<file path="src/rtl/vga_scan_gen_if.sv">
// Scan-position bus from the VGA raster generator to the drawing logic.
interface vga_scan_gen_if;
   logic       pix_en;
   logic [9:0] Q_X;
   logic [9:0] Q_Y;
   logic       hsync;
   logic       vsync;
   logic       video_on;
   logic       line_end;
   logic       frame_end;

   modport master (
      output pix_en, Q_X, Q_Y, hsync, vsync, video_on, line_end, frame_end
   );

   modport slave (
      input  pix_en, Q_X, Q_Y, hsync, vsync, video_on, line_end, frame_end
   );
endinterface

</file>
<file path="src/rtl/vga_scan_gen.sv">
// Raster scan generator: pixel clock divider, h/v position counters and
// the sync / visible / line / frame decodes every drawing block keys off.
module vga_scan_gen #(
   parameter int unsigned CLK_DIV   = 2,
   parameter int unsigned H_VISIBLE = 640,
   parameter int unsigned H_FP      = 16,
   parameter int unsigned H_SYNC    = 96,
   parameter int unsigned H_BP      = 48,
   parameter int unsigned V_VISIBLE = 480,
   parameter int unsigned V_FP      = 10,
   parameter int unsigned V_SYNC    = 2,
   parameter int unsigned V_BP      = 33,
   parameter bit          SYNC_POL  = 1'b0
) (
   input  logic           clk,
   input  logic           rst,
   vga_scan_gen_if.master scan
);

   localparam int unsigned CNT_W    = 10;
   localparam int unsigned H_TOTAL  = H_VISIBLE + H_FP + H_SYNC + H_BP;
   localparam int unsigned V_TOTAL  = V_VISIBLE + V_FP + V_SYNC + V_BP;
   localparam int unsigned HS_START = H_VISIBLE + H_FP;
   localparam int unsigned HS_END   = H_VISIBLE + H_FP + H_SYNC - 1;
   localparam int unsigned VS_START = V_VISIBLE + V_FP;
   localparam int unsigned VS_END   = V_VISIBLE + V_FP + V_SYNC - 1;
   localparam int unsigned DIV_W    = (CLK_DIV > 1) ? $clog2(CLK_DIV) : 1;

   localparam logic [CNT_W-1:0] H_LAST = CNT_W'(H_TOTAL - 1);
   localparam logic [CNT_W-1:0] V_LAST = CNT_W'(V_TOTAL - 1);

   logic             div_last_c;
   logic             pix_en_c;
   logic             line_end_c;
   logic [CNT_W-1:0] h_cnt;
   logic [CNT_W-1:0] v_cnt;

   // Pixel-rate divider; with CLK_DIV=1 every clk is a pixel period.
   if (CLK_DIV > 1) begin : g_div
      localparam logic [DIV_W-1:0] DIV_LAST = DIV_W'(CLK_DIV - 1);
      logic [DIV_W-1:0] div_cnt;

      always_ff @(posedge clk) begin
         if (rst) begin
            div_cnt <= '0;
         end else if (div_cnt >= DIV_LAST) begin
            div_cnt <= '0;
         end else begin
            div_cnt <= div_cnt + DIV_W'(1);
         end
      end

      assign div_last_c = (div_cnt == DIV_LAST);
   end else begin : g_nodiv
      assign div_last_c = 1'b1;
   end

   // Strobes are suppressed while rst is high so a reset never emits one.
   assign pix_en_c   = ~rst & div_last_c;
   assign line_end_c = pix_en_c & (h_cnt == H_LAST);

   // Position counters; out-of-range values (SEU) fold back to 0.
   always_ff @(posedge clk) begin
      if (rst) begin
         h_cnt <= '0;
         v_cnt <= '0;
      end else if (pix_en_c) begin
         if (h_cnt >= H_LAST) begin
            h_cnt <= '0;
            if (v_cnt >= V_LAST) begin
               v_cnt <= '0;
            end else begin
               v_cnt <= v_cnt + CNT_W'(1);
            end
         end else begin
            h_cnt <= h_cnt + CNT_W'(1);
         end
      end
   end

   // Decodes share the same counter registers, so they move with no skew.
   assign scan.pix_en    = pix_en_c;
   assign scan.Q_X       = h_cnt;
   assign scan.Q_Y       = v_cnt;
   assign scan.line_end  = line_end_c;
   assign scan.frame_end = line_end_c & (v_cnt == V_LAST);
   assign scan.video_on  = (h_cnt < CNT_W'(H_VISIBLE)) & (v_cnt < CNT_W'(V_VISIBLE));
   assign scan.hsync     = ((h_cnt >= CNT_W'(HS_START)) && (h_cnt <= CNT_W'(HS_END)))
                           ? SYNC_POL : ~SYNC_POL;
   assign scan.vsync     = ((v_cnt >= CNT_W'(VS_START)) && (v_cnt <= CNT_W'(VS_END)))
                           ? SYNC_POL : ~SYNC_POL;

endmodule

</file>
<file path="src/flat_wrapper.sv">
// flat-port wrapper written by rule: the top's interface ports become plain ports
module vga_scan_gen_flat 
#(
   parameter int unsigned CLK_DIV   = 2,
   parameter int unsigned H_VISIBLE = 640,
   parameter int unsigned H_FP      = 16,
   parameter int unsigned H_SYNC    = 96,
   parameter int unsigned H_BP      = 48,
   parameter int unsigned V_VISIBLE = 480,
   parameter int unsigned V_FP      = 10,
   parameter int unsigned V_SYNC    = 2,
   parameter int unsigned V_BP      = 33,
   parameter bit          SYNC_POL  = 1'b0
)
  (clk, rst, scan_pix_en, scan_Q_X, scan_Q_Y, scan_hsync, scan_vsync, scan_video_on, scan_line_end, scan_frame_end);
  vga_scan_gen_if scan_i ();
  input  logic clk;
  input  logic rst;
  output wire logic [$bits(scan_i.pix_en)-1:0] scan_pix_en;
  output wire logic [$bits(scan_i.Q_X)-1:0] scan_Q_X;
  output wire logic [$bits(scan_i.Q_Y)-1:0] scan_Q_Y;
  output wire logic [$bits(scan_i.hsync)-1:0] scan_hsync;
  output wire logic [$bits(scan_i.vsync)-1:0] scan_vsync;
  output wire logic [$bits(scan_i.video_on)-1:0] scan_video_on;
  output wire logic [$bits(scan_i.line_end)-1:0] scan_line_end;
  output wire logic [$bits(scan_i.frame_end)-1:0] scan_frame_end;
  assign scan_pix_en = scan_i.pix_en;
  assign scan_Q_X = scan_i.Q_X;
  assign scan_Q_Y = scan_i.Q_Y;
  assign scan_hsync = scan_i.hsync;
  assign scan_vsync = scan_i.vsync;
  assign scan_video_on = scan_i.video_on;
  assign scan_line_end = scan_i.line_end;
  assign scan_frame_end = scan_i.frame_end;
  vga_scan_gen #(.CLK_DIV(CLK_DIV), .H_VISIBLE(H_VISIBLE), .H_FP(H_FP), .H_SYNC(H_SYNC), .H_BP(H_BP), .V_VISIBLE(V_VISIBLE), .V_FP(V_FP), .V_SYNC(V_SYNC), .V_BP(V_BP), .SYNC_POL(SYNC_POL)) u_core (.clk(clk), .rst(rst), .scan(scan_i));
endmodule
</file>
<file path="config.mk">
export PLATFORM = sky130hd
export DESIGN_NAME = vga_scan_gen_flat
export DESIGN_NICKNAME = d
export VERILOG_FILES = /design/src/rtl/vga_scan_gen_if.sv /design/src/rtl/vga_scan_gen.sv /design/src/flat_wrapper.sv
export SDC_FILE = /design/constraint.sdc
export NUM_CORES = 1
export LEC_CHECK = 0
export CAP_MARGIN = 20
export CORE_ASPECT_RATIO = 0.6
export CORE_MARGIN = 2
export CORE_UTILIZATION = 23
export DETAILED_ROUTE_END_ITERATION = 16
export PLACE_DENSITY = 0.54
export SETUP_SLACK_MARGIN = 0.3
export SLEW_MARGIN = 10
export SYNTH_ARGS = -nofsm -noshare
export SYNTH_HDL_FRONTEND = slang
export SYNTH_SLANG_ARGS = --single-unit
</file>
<file path="constraint.sdc">
create_clock -name clk -period 2.4 [get_ports clk]
set_clock_uncertainty 0.05 [all_clocks]
set_input_delay 0.72 -clock clk [delete_from_list [all_inputs] [get_ports clk]]
set_output_delay 0.72 -clock clk [all_outputs]
set_load 0.02 [all_outputs]
</file>
Yosys cells after proc, flatten, opt, wreduce, memory -nomap -nowiden

Index checks and enable logic that the tools add are counted.

Bits in registers: 21
Input port bits: 2
Output and inout bits: 26
Word-level logic and storage cells: 30

Add/sub/neg operators: 3
Order comparisons: 9
Eq/ne operators: 2
Muxes and demuxes: 4
Bitwise gates (word level): 5
Reduce and logical (&&, ||, !) cells: 4

Operator list:

| kind                                                                   | count |
|---|---|
| 10-bit >= comparator, second input constant                            | 3 |
| 10-bit by 1-bit adder with 10-bit output, second input constant        | 2 |
| 10-bit == test, second input constant                                  | 2 |
| 10-bit two-way mux                                                     | 2 |
| 10-bit by 9-bit >= comparator with 1-bit output, second input constant | 1 |
| 10-bit <= comparator, second input constant                            | 1 |
| 10-bit by 9-bit <= comparator with 1-bit output, second input constant | 1 |
| 10-bit < comparator, second input constant                             | 1 |
| 10-bit by 9-bit < comparator with 1-bit output, second input constant  | 1 |
| 1-bit AND                                                              | 4 |
| 1-bit logical AND                                                      | 2 |
| 1-bit two-way mux                                                      | 2 |
| 2-bit AND reduction                                                    | 1 |
| 2-bit OR reduction                                                     | 1 |
| 1-bit adder, second input constant                                     | 1 |
| 1-bit >= comparator, second input constant                             | 1 |
| 1-bit NOT                                                              | 1 |

Logic depth before layout (Yosys ltp)

Gate-level depths: netlist of run 1.

Depth in word-level cells: 4
Mapped depth: 5
Mapped depth without buffers: 5

Least setup slack after synthesis of run 1

No wires, ideal clock.

Path kind: input to output
Start point: in rst
End point: out scan_frame_end
Arrival: 2.280 ns
Data required time: 1.630 ns
Slack: -0.650 ns
Cell stages on the path: 4
Buffers on the path: 1
Cells stage by stage: clkbuf_8 > nand3b_1 > nor4b_1 > and2_1

Cells in the longest elaborated chain, start to end: 4

RTL lines:

| item              | line               | RTL |
|---|---|---|
| from (decl)       | flat_wrapper.sv:18 | `input logic rst;` |
| 1-bit NOT         | vga_scan_gen.sv:59 | `assign pix_en_c = ~rst & div_last_c;` |
| 1-bit AND         | vga_scan_gen.sv:59 |  |
| 1-bit AND         | vga_scan_gen.sv:60 | `assign line_end_c = pix_en_c & (h_cnt == H_LAST);` |
| via scan_line_end | flat_wrapper.sv:25 | `output wire logic [$bits(scan_i.line_end)-1:0] scan_line_end;` |
| 1-bit AND         | vga_scan_gen.sv:86 | `assign scan.frame_end = line_end_c & (v_cnt == V_LAST);` |
| to (decl)         | flat_wrapper.sv:26 | `output wire logic [$bits(scan_i.frame_end)-1:0] scan_frame_end;` |

The timed path passes the listed nets, and every way through them passes these cells.

Worst setup path after layout of run 1

Start point: in rst
End point: out scan_frame_end

Cells in the longest elaborated chain, start to end: 4

RTL lines:

| item      | line |
|---|---|
| 1-bit NOT | vga_scan_gen.sv:59 |
| 1-bit AND | vga_scan_gen.sv:59 |
| 1-bit AND | vga_scan_gen.sv:60 |
| 1-bit AND | vga_scan_gen.sv:86 |

No other way between the ends.

==> flow_summary_export.csv, run 1 <==
group,metric,value,unit
status,run_status,"completed",
routing,via_per_inst,4.57,
synth,yosys_warnings,0,
pwr,p_leak,0.851,nW
synth,synth-seq-cells,21,
synth,synth_top_flop_cell,"dfxtp_1",
synth,synthTopCellsByArea,"dfxtp_1 36%, nor2_1 4.4%, ha_1 4.2%",
cells_and_area,layout.nets,203,
clocking,postCtsHoldBufs,0,
synth,netlist_instances,133,
place,portBuffers,27,
synth,avgSynthCellArea,8.88,sq um
cells_and_area,multi_input_area,768,sq um
routing,drc,0,
floorplan,dieArea,0.00574,sq mm
setup_path,cp_max_fo,2,
global_routing,antenna_found_initial,0,
setup_path,crit_type,"primary input to output pin",
setup_path,end_kind,"output pin",
place,place_area,0.00178,sq mm
timing,finalHoldViolCount,0,
clocking,clk_latency,260,ps
clocking,cts_buffers,3,
global_routing,overflow,0,
global_routing,grt.total_usage,12.3,%
synth,synth_most_common_cell,"dfxtp_1",
synth,ys_seq_area_share,35.6,%
synth,synth_area,0.00118,sq mm
setup_path,required,1630,ps
cells_and_area,diodes,0,
synth,netlist.area_leader.share,35.6,%
routing,final_antenna_net_count,0,
timing,maxSlewHeadroom,73.1,%
floorplan,die_x,96.5,um
routing,drt_iter0_markers,63,
synth,synth_area_leader_cell,"dfxtp_1",
clocking,cts-root-buf,"clkbuf_8",
cells_and_area,finalInstanceArea,0.00186,sq mm
routing,routedWlPerCell,12.8,um
floorplan,row_count,20,
cells_and_area,syn2layout_area_growth,57.5,%
clocking,cts_tree,"yes",
pwr,power.total,0.656,mW
cells_and_area,final_util,37.2,%
clocking,cts_buffer_depth,2,
job,cap_violations,0,
floorplan,core_area,0.00500,sq mm
clocking,clk_pin_slew,80,ps
place,gp_congestion,0.783,
floorplan,die_h,59.5,um
cells_and_area,register_area,423,sq um
timing,tns,0,ps
synth,syn_nets,139,
synth,netlist_top_cells_count,"21 x dfxtp_1, 14 x nor2_1, 8 x nand3_1",
global_routing,grt_pass1_vias,1014,
place,dpl.hpwl,2580,um
timing,fin_crit_sh,97.5,%
floorplan,io_pins,28,
pwr,powerDensity,353,mW/mm^2
routing,routed_wl,3360,um
timing,holdWs,456,ps
cells_and_area,n_fill_cell,536,
pwr,vdd_ir_drop_max,0.163,mV
global_routing,grt_pass1_wl,5310,um
hold_path,worstHoldPathType,"flop to flop",
routing,first_pass_iters,4,
setup_path,critPathArrivalTime,1570,ps
timing,clock.fmax,0.428,GHz
routing,dr_total_vias,1197,
floorplan,initial_core_util,23.6,%
clocking,cts_num_sinks,21,
timing,worstMarginPinSlew,400,ps
timing,setup-violations-final,0,
timing,min_period,2340,ps
timing,slew_viol_final,0,
global_routing,grt_start_max_net_pins,13,
timing,rsz0062_at_grt,"true",
synth,synth_edf_count,0,
synth,ys_types,39,
clocking,cts.htree.levels,1,
setup_path,worstSetupStartpointType,"primary input",
synth,async_flop_share,0,%
cells_and_area,drive_gt1_share,37.2,%
final timing paths:
check	from	to	slack, ps	depth (start not counted)
hold / removal	u_core.scan.Q_Y[1]$_SDFFE_PP0P_	u_core.scan.Q_Y[1]$_SDFFE_PP0P_	460	2
hold reg to reg	u_core.scan.Q_Y[1]$_SDFFE_PP0P_	u_core.scan.Q_Y[1]$_SDFFE_PP0P_	460	2
setup reg to reg	u_core.scan.Q_X[0]$_SDFFE_PP0P_	u_core.scan.Q_Y[7]$_SDFFE_PP0P_	490	7
setup / recovery	rst	scan_frame_end	60	5
logic make-up (layout without fill, tap and decap cells):
logic type / Yosys count / count (layout) / share of synthesized area [%]
simple gates: 67 / 67 / 34.7
compound gates: 23 / 23 / 15.5
flops: 21 / 21 / 35.6
buf+inv: 10 / 73 / 4.02
xor+xnor: 8 / 8 / 5.93
fa+ha+maj: 4 / 4 / 4.24
metrics by stage:
step | std cells | worst slack [ps]
finish | 262 | 61.1
global route | 262 | 18.2
CTS | 262 | 0.201
detailed placement | 256 | -834
global placement | 256 | -804
floorplan | 133 | -126
worst max-delay path: stages:
cell	delay, ps
buf_6	100
nand3b_1	200
nor4b_4	260
and2_4	180
buf_6	110
power breakdown:
part	leakage [nW]	switching (mW)	total, mW	internal, mW
clock	0.0228	0.121	0.239	0.118
sequential	0.171	0.00287	0.356	0.353
combinational	0.657	0.0343	0.0605	0.0262
state kept, by name (all words and copies together) (netlist names):
signal	count
u_core.scan.Q_Y	10
u_core.div_last_c	1
u_core.scan.Q_X	10
area by class of cell:
class,count,area share [%]
clock buffer,4,2.42
multi-input combinational,102,41.3
inverter,6,1.21
timing repair buffer,63,27.9
tap,66,4.44
sequential,21,22.7
layout by cell type (no fill, tap or decap), drive strengths merged, types with 5 or more instances in the layout:
master | netlist | layout
buf | 0 | 43
dfxtp | 21 | 21
dlygate4sd2 | 0 | 17
nor2 | 14 | 14
nor3 | 10 | 10
nand3 | 8 | 8
inv | 6 | 6
nand2 | 6 | 6
a31oi | 6 | 6
and3 | 6 | 6
xnor2 | 5 | 5
a21oi | 5 | 5
per-layer routing:
layer	global-route usage, %	wire [um]	vias to the layer above
met5	0	0	-
met4	2.41	10	0
met3	3.82	214	2
met2	16.6	1400	28
met1	19.0	1730	549
li1	-	-	618
what timing repair did:
| action | CTS | global route |
|---|---|---|
| pin swaps | 4 | 4 |
| setup endpoints to repair | 26 | 7 |
| buffers inserted | 2 | 0 |
| resized for setup | 61 | 6 |
(Power assumes the default switching activity.)
==> run 2: changes to the inputs <==
--- a/config.mk
+++ b/config.mk
@@ -9,8 +9,9 @@
 export CORE_ASPECT_RATIO = 0.6
 export CORE_MARGIN = 2
 export CORE_UTILIZATION = 23
+export CTS_CLUSTER_DIAMETER = 150
 export DETAILED_ROUTE_END_ITERATION = 16
-export PLACE_DENSITY = 0.54
+export PLACE_DENSITY = 0.56
 export SETUP_SLACK_MARGIN = 0.3
 export SLEW_MARGIN = 10
 export SYNTH_ARGS = -nofsm -noshare
==> constraint.sdc (replaced) <==
create_clock -name clk -period 2 [get_ports clk]
set_clock_uncertainty 0.05 [all_clocks]
set_input_delay 0.6 -clock clk [delete_from_list [all_inputs] [get_ports clk]]
set_output_delay 0.6 -clock clk [all_outputs]
set_load 0.02 [all_outputs]
==> run 2 against run 1 <==
Compared with the run above: die area unchanged; critical path depth shrank 1; sequential power rose by 20%; sequential cell count did not move; via count increased by 4.9%; utilization rose by 4.0 points; clock power increased by 18%; the run now ends with setup timing left; largest cell class unchanged; non-clock buffer count increased by 18; register-to-register slack worse by 330 ps; total power up 21%.
==> flow_summary_export.csv, run 2 (synthesized netlist as in run 1, its figures left out) <==
group,metric,value,unit
cells_and_area,n_fill_cell,506,
setup_path,crit_type,"flop to output pin",
setup_path,worstSetupStartpointType,"flop",
routing,via_per_inst,4.49,
routing,routedWlPerCell,13.0,um
place,post-place-ws,-993,ps
routing,routed_wl,3630,um
floorplan,initial_core_util,23.6,%
hold_path,worstHoldPathType,"flop to flop",
cells_and_area,syn2layout_area_growth,74.6,%
setup_path,end_kind,"output pin",
timing,fin_crit_sh,109,%
setup_path,rrSetupSlack,160,ps
floorplan,dieArea,0.00574,sq mm
pwr,vdd_ir_drop_max,0.227,mV
timing,setup-violations-final,4,
setup_path,required,1350,ps
cells_and_area,drive_gt1_share,57.9,%
timing,min_period,2190,ps
timing,setup_ws,-188,ps
routing,dr_total_vias,1256,
timing,clock.fmax,0.457,GHz
routing,drt_iter0_markers,70,
clocking,cts_tree,"yes",
place,place_area,0.00184,sq mm
floorplan,die_x,96.5,um
timing,slew_viol_final,0,
global_routing,grt_pass1_wl,5750,um
clocking,cts_buffers,3,
place,gp_congestion,0.828,
clocking,clk_pin_slew,80,ps
pwr,power.total,0.795,mW
clocking,cts_buffer_depth,2,
floorplan,die_h,59.5,um
cells_and_area,layout.nets,221,
setup_path,critPathArrivalTime,1540,ps
floorplan,core_area,0.00500,sq mm
routing,final_antenna_net_count,0,
status,failed_checks,"setup timing",
timing,finalHoldViolCount,0,
routing,drc,0,
status,run_status,"finished with violations",
clocking,postCtsHoldBufs,0,
pwr,p_leak,0.884,nW
floorplan,row_count,20,
timing,maxSlewHeadroom,65.4,%
timing,rsz0062_at_grt,"true",
place,portBuffers,27,
clocking,cts_num_sinks,21,
clocking,clk_latency,260,ps
floorplan,io_pins,28,
clocking,cts-root-buf,"clkbuf_8",
place,dpl.hpwl,2590,um
global_routing,antenna_found_initial,0,
cells_and_area,layout_commonest_cell,"buf_4",
cells_and_area,mostFrequentLayoutCells,"46 x buf_4, 14 x nor2_1, 13 x buf_6, 11 x dfxtp_1, 9 x clkbuf_2",
global_routing,grt.total_usage,13.4,%
pwr,powerDensity,386,mW/mm^2
cells_and_area,final_util,41.2,%
cells_and_area,finalInstanceArea,0.00206,sq mm
global_routing,grt_start_max_net_pins,12,
job,cap_violations,0,
setup_path,cp_max_fo,2,
routing,first_pass_iters,4,
global_routing,grt_pass1_vias,1146,
cells_and_area,diodes,0,
global_routing,overflow,0,
clocking,cts.htree.levels,1,
timing,worstMarginPinSlew,514,ps
run 2: through the flow:
stage                     instances  TNS [ps]  hold slack (ps)
after floorplan                 133      -321              473
after global placement          260     -6530              470
after detailed placement        260     -7190              474
after CTS                       272      -356              486
after global routing            280      -586              543
final                           280      -361              513
run 2: worst max-delay path, stage by stage, from the launching register on:
cell and delay, ps:
dfxtp_2 330, or4_4 550, nor3_4 130, and2_4 160, buf_6 110
run 2: where the power goes:
group	leakage, nW	internal [mW]	switching (mW)	total [mW]
registers	0.175	0.422	0.00513	0.428
clock network	0.0228	0.142	0.139	0.281
logic	0.686	0.0407	0.0455	0.0861
total	0.884	0.605	0.190	0.795
run 2: routing by layer:
metal	global-route usage (%)	share of wire (%)	up-vias
met5	0	0	-
met4	2.41	0.36	0
met3	4.33	4.4	2
met2	19.0	42	18
met1	20.0	54	586
li1	-	-	650
run 2: worst paths after layout:
check,startpoint,end,cells after the start
setup / recovery,u_core.scan.Q_Y[6]$_SDFFE_PP0P_,scan_frame_end,4
hold / removal,u_core.scan.Q_Y[0]$_SDFFE_PP0P_,u_core.scan.Q_Y[0]$_SDFFE_PP0P_,2
setup reg to reg,u_core.scan.Q_Y[6]$_SDFFE_PP0P_,u_core.scan.Q_Y[0]$_SDFFE_PP0P_,7
hold reg to reg,u_core.scan.Q_Y[0]$_SDFFE_PP0P_,u_core.scan.Q_Y[0]$_SDFFE_PP0P_,2
run 2: final cells by class:
type | instances | area, sq um | share of cell area, %
multi-input cells | 102 | 825 | 40.0
repair buffers | 81 | 649 | 31.5
flip-flops and latches | 21 | 438 | 21.2
well taps | 66 | 82.6 | 4.00
clock buffers | 4 | 45.0 | 2.18
inverters | 6 | 22.5 | 1.09
run 2: repair_timing:
item | 4_1_cts | 5_1_grt
setup endpoints to repair | 45 | 37
pin swaps | 15 | 7
buffers inserted | 8 | 8
resized for setup | 114 | 29
gates cloned | 0 | 0
==> run 3: changes to the inputs <==
--- a/config.mk
+++ b/config.mk
@@ -8,10 +8,11 @@
 export CAP_MARGIN = 20
 export CORE_ASPECT_RATIO = 0.6
 export CORE_MARGIN = 2
-export CORE_UTILIZATION = 23
+export CORE_UTILIZATION = 44
 export CTS_CLUSTER_DIAMETER = 150
 export DETAILED_ROUTE_END_ITERATION = 16
-export PLACE_DENSITY = 0.56
+export PLACE_DENSITY = 0.86
+export RECOVER_POWER = 50
 export SETUP_SLACK_MARGIN = 0.3
 export SLEW_MARGIN = 10
 export SYNTH_ARGS = -nofsm -noshare
==> run 3 against run 2 <==
Compared with the run above: the run still ends with setup timing left; critical path depth is the same; worst setup slack gained 24 ps; utilization grew 37 points; fmax grew 1.1%; cell count shrank 13%; die area shrank 46%; count of clock-buffer cells in the layout shrank 1; worst hold slack gained 12 ps; critical path type unchanged; sequential cell count is the same; sequential share of layout area grew 0.87 points.
==> flow_summary_export.csv, run 3 (synthesized netlist as in run 1, its figures left out) <==
group,metric,value,unit
pwr,p_leak,0.839,nW
floorplan,row_count,14,
setup_path,crit_type,"flop to output pin",
setup_path,critical_path.max_stage_delay,540,ps
pwr,switching_share,24.9,%
place,placedCellCount,225,
timing,fin_crit_sh,108,%
routing,routedWlPerCell,21.9,um
timing,maxSlewHeadroom,67.3,%
clocking,cts_tree,"yes",
routing,first_pass_iters,5,
job,cap_violations,0,
pwr,p_clk_share,35.1,%
routing,final_antenna_net_count,0,
hold_path,worstHoldPathType,"flop to flop",
setup_path,end_kind,"output pin",
floorplan,die_h,44.1,um
global_routing,grt_pass1_wl,8170,um
cells_and_area,drive_gt1_share,51.2,%
cells_and_area,syn2layout_area_growth,67.7,%
place,gp_congestion,0.922,
routing,dr_total_vias,1574,
timing,rsz0062_at_grt,"true",
floorplan,dieArea,0.00313,sq mm
timing,finalHoldViolCount,0,
timing,setup_ws,-164,ps
global_routing,grt_start_max_net_pins,13,
pwr,pwr-share-comb,11.3,%
floorplan,io_pins,28,
routing,drt_iter0_markers,151,
clocking,cts-root-buf,"clkbuf_8",
clocking,clk_pin_slew,80,ps
setup_path,cp_top_family,"simple AND/OR/NAND/NOR gates",
clocking,cts_num_sinks,21,
setup_path,critical_path.cell_chain,"or4_4 -> nor3_2 -> and2_4 -> buf_6",
clocking,cts_buffer_depth,2,
floorplan,core_area,0.00252,sq mm
cells_and_area,mostFrequentLayoutCells,"38 x buf_4, 18 x clkbuf_1, 16 x buf_6, 13 x nor2_1, 11 x dfxtp_1",
cells_and_area,layout_commonest_cell,"buf_4",
place,dpl.hpwl,2880,um
timing,holdWs,524,ps
place,post-place-ws,-929,ps
cells_and_area,diodes,0,
pwr,internal_power,0.599,mW
pwr,p_sw,0.198,mW
timing,worstMarginPinSlew,486,ps
status,failed_checks,"setup timing",
timing,slew_viol_final,0,
cells_and_area,fin_cells,243,
clocking,clk_latency,260,ps
global_routing,grt_pass1_vias,1534,
setup_path,worstSetupStartpointType,"flop",
pwr,vdd_ir_drop_max,0.462,mV
clocking,cts.htree.levels,1,
pwr,powerDensity,403,mW/mm^2
pwr,power.total,0.797,mW
setup_path,critPathArrivalTime,1510,ps
cells_and_area,layout.nets,218,
timing,setup-violations-final,3,
floorplan,initial_core_util,46.8,%
clocking,postCtsHoldBufs,0,
timing,tns,-196,ps
global_routing,grt.total_usage,35.2,%
place,portBuffers,27,
floorplan,die_x,70.9,um
setup_path,required,1350,ps
routing,routed_wl,5310,um
timing,min_period,2160,ps
setup_path,slowest_stage,"or4_4",
clocking,cts_buffers,3,
pwr,share_seq_of_total_power,53.6,%
routing,via_per_inst,6.48,
timing,clock.fmax,0.462,GHz
routing,drc,0,
global_routing,overflow,0,
global_routing,antenna_found_initial,0,
setup_path,timing.critical_path.buf_inv,1,
setup_path,cp_max_fo,2,
status,run_status,"finished with violations",
[run 3: cell types whose count changed in the layout (fill, tap and decap cells not counted), moves of 2 or more]
| cell | previous run | this run |
|---|---|---|
| buf_4 | 46 | 38 |
| buf_6 | 13 | 16 |
| clkbuf_2 | 9 | 1 |
| nor3_1 | 2 | 0 |
| nor3_2 | 6 | 8 |
| buf_2 | 8 | 3 |
| clkbuf_1 | 1 | 18 |
| clkdlybuf4s15_2 | 2 | 0 |
[run 3: area by class of cell]
cell class	instances	area, sq um
flip-flops and latches	21	438
fillers	156	542
repair buffers	78	583
inverters	6	22.5
well taps	32	40.0
clock inverters	1	5.00
multi-input cells	102	851
clock buffers	3	41.3
[run 3: through the flow]
stage	cell area, sq um	utilization [%]
2_1_floorplan	1250	-
3_3_place_gp	1790	70.9
3_5_place_dp	1790	70.9
4_1_cts	2040	81.1
5_1_grt	1980	78.5
6_report	1980	78.5
[run 3: final timing paths]
| kind | startpoint | end | slack (ps) | cells after the start |
|---|---|---|---|---|
| setup / recovery | u_core.scan.Q_Y[6]$_SDFFE_PP0P_ | scan_frame_end | -160 | 4 |
| hold / removal | u_core.scan.Q_Y[9]$_SDFFE_PP0P_ | u_core.scan.Q_Y[9]$_SDFFE_PP0P_ | 520 | 2 |
| setup reg to reg | u_core.scan.Q_X[1]$_SDFFE_PP0P_ | u_core.scan.Q_X[8]$_SDFFE_PP0P_ | 10 | 12 |
| hold reg to reg | u_core.scan.Q_Y[9]$_SDFFE_PP0P_ | u_core.scan.Q_Y[9]$_SDFFE_PP0P_ | 520 | 2 |
[run 3: power groups by stage]
stage / logic [mW] / registers, mW / clock network, mW
after floorplan: 0.0327 / 0.448 / 0
after global placement: 0.0741 / 0.438 / 0
after detailed placement: 0.0771 / 0.438 / 0
after CTS: 0.0866 / 0.430 / 0.277
after global routing: 0.0924 / 0.428 / 0.304
final: 0.0901 / 0.428 / 0.280
[run 3: repair_timing]
item / CTS / global route
resized for setup: 114 / 33
endpoints found under the setup margin: 44 / 43
setup buffers: 12 / 2
pin swaps: 20 / 8
[run 3: worst register-to-register path, stage by stage (launching register included)]
cell      delay (ps)
dfxtp_2          360
ha_4             140
nand3b_1         140
buf_4            180
buf_6            110
buf_6            100
buf_6            100
buf_6            110
buf_6            110
buf_6            120
nor3b_4          180
xnor2_1          140
nor2_1            60
[run 3: routing by layer]
metal	wire, um	up-vias	share of wire [%]	global-route usage, %
met3	617	53	12	11.8
met2	2340	158	44	55.1
met4	355	0	6.7	20.0
li1	-	642	-	-
met5	0	-	0	0
met1	2000	721	38	43.4
==> variant: new RTL, settings of run 2 <==
`SYNC_POL` is set to 1'b0 in 2 places; all go to 1'b1.
--- a/src/rtl/vga_scan_gen.sv
+++ b/src/rtl/vga_scan_gen.sv
@@ -10,7 +10,7 @@
    parameter int unsigned V_FP      = 10,
    parameter int unsigned V_SYNC    = 2,
    parameter int unsigned V_BP      = 33,
-   parameter bit          SYNC_POL  = 1'b0
+   parameter bit          SYNC_POL  = 1'b1
 ) (
    input  logic           clk,
    input  logic           rst,
--- a/src/flat_wrapper.sv
+++ b/src/flat_wrapper.sv
@@ -10,7 +10,7 @@
    parameter int unsigned V_FP      = 10,
    parameter int unsigned V_SYNC    = 2,
    parameter int unsigned V_BP      = 33,
-   parameter bit          SYNC_POL  = 1'b0
+   parameter bit          SYNC_POL  = 1'b1
 )
   (clk, rst, scan_pix_en, scan_Q_X, scan_Q_Y, scan_hsync, scan_vsync, scan_video_on, scan_line_end, scan_frame_end);
   vga_scan_gen_if scan_i ();
Formal check against the unedited RTL: not equivalent (a bounded check fails within 4 cycles, from zero or initial values and one cycle with rst high).
==> variant against run 2 <==
- the run still ends with setup timing left
- cell area increased by 3.6%
- setup slack got worse by 0.10 ns
- total power increased by 4.1%
- synthesized area decreased by 0.21%
- fmax decreased by 4.5%
- wire length increased by 4.3%
- sequential cell count unchanged
- worst hold slack improved by 0.0025 ns
- largest cell class unchanged
- highest routed layer unchanged
==> variant: results (changes against run 2) <==
INFO  setup_path     cpMaxStageDelayCell=nor4_4
INFO  routing        detailroute.via_count=1358 [+8.1%]
INFO  setup_path     reg2regPathDepth=6 [-1]
INFO  final_layout   final.signal_buffer_count=83 [+2.5%]
INFO  setup_path     crit_path_dat=1.64ns [+0.10 ns]
INFO  grt            grt_start_max_net_pins=13 [+1]
INFO  final_layout   finalNetCount=228 [+3.2%]
INFO  sta            whs=0.515ns [+0.00253 ns]
INFO  routing        detail_route.wirelength.met1=1950um [+0.41%]
INFO  grt            gr-usage-all-layers=13.7% [+0.26 points]
INFO  synthesis      synth_top_cell_area_share=35.7% [+0.076 points]
INFO  status         status=finished, violations left
INFO  final_layout   non_clock_inverters=8 [+2]
INFO  setup_path     setup.worst_path.start=rst
INFO  power_and_ir_drop combinationalPowerShare=12.9% [+2.1 points]
INFO  setup_path     worst_r2r_endpoint=u_core.scan.Q_Y[2]$_SDFFE_PP0P_
INFO  sta            finalWorstSetupSlack=-0.292ns [-0.104 ns]
INFO  place          dp_hpwl=2780um [+7.2%]
INFO  min_path       hold_path.startpoint=u_core.div_last_c$_SDFF_PP0_
INFO  synthesis      synth.area.top_cells=dfxtp_1, nor2_1, xnor2_1
INFO  synthesis      postSynthAreaPerCell=8.54squm [-3.8%]
INFO  status         violated_checks=setup timing
INFO  power_and_ir_drop power.sequential.total=0.432mW [+0.9%]
INFO  sta            setup_viol_count_final=2 [-2]
INFO  setup_path     critical_path_class=in -> out
INFO  final_layout   seq_cells=21 [unchanged]
INFO  power_and_ir_drop power.static_leakage=0.862nW [-2.5%]
INFO  final_layout   num-multi-input-gates=105 [+2.9%]
INFO  place          place.detailed.instances=270 [+3.8%]
INFO  min_path       hold_end=u_core.div_last_c$_SDFF_PP0_
INFO  final_layout   clockNetworkAreaShare=2.17% [-0.018 points]
INFO  setup_path     worstReg2RegStart=u_core.scan.Q_Y[5]$_SDFFE_PP0P_
INFO  synthesis      synthesized_netlist_net_count=144 [+3.6%]
INFO  routing        met3_layer_wire_length_in_the_routed_design=150um [-5.7%]
INFO  final_layout   fin_area=2140squm [+3.6%]
INFO  routing        routed_wirelength=3790um [+4.3%]
INFO  final_layout   final.clkbuf_count=3 [-1]
INFO  setup_path     setup.reg_to_reg.worst_slack=0.36ns [+0.20 ns]
INFO  routing        route.met2.wl=1670um [+11%]
INFO  final_layout   n_fill_cell=512 [+1.2%]
-- variant: cell families after synthesis --
group / after synthesis / share of synthesized area, %
and+or+nand+nor: 66 / 32.7
xor gates and xnor gates: 9 / 6.69
buffers and inverters: 12 / 4.35
DFF: 21 / 35.7
AOI/OAI and AO/OA: 26 / 16.3
adders and majority gates: 4 / 4.25
-- variant: worst min-delay path: stages, from the launching register on --
cell and delay, ns:
dfxtp_2 0.34, buf_6 0.13, nor2_1 0.06
-- variant: per-layer routing --
| metal | global-route usage (%) | vias up |
|---|---|---|
| met1 | 20.3 | 654 |
| met3 | 3.69 | 2 |
| met2 | 20.3 | 26 |
| met5 | 0 | - |
| met4 | 1.81 | 0 |
| li1 | - | 676 |
-- variant: what timing repair did --
action                                  in CTS  in global routing
gates cloned                                 0                  0
buffers inserted                             8                  5
endpoints found under the setup margin      44                 31
pin swaps                                   10                  7
hold buffers                                 0                  0
resized for setup                          113                 39
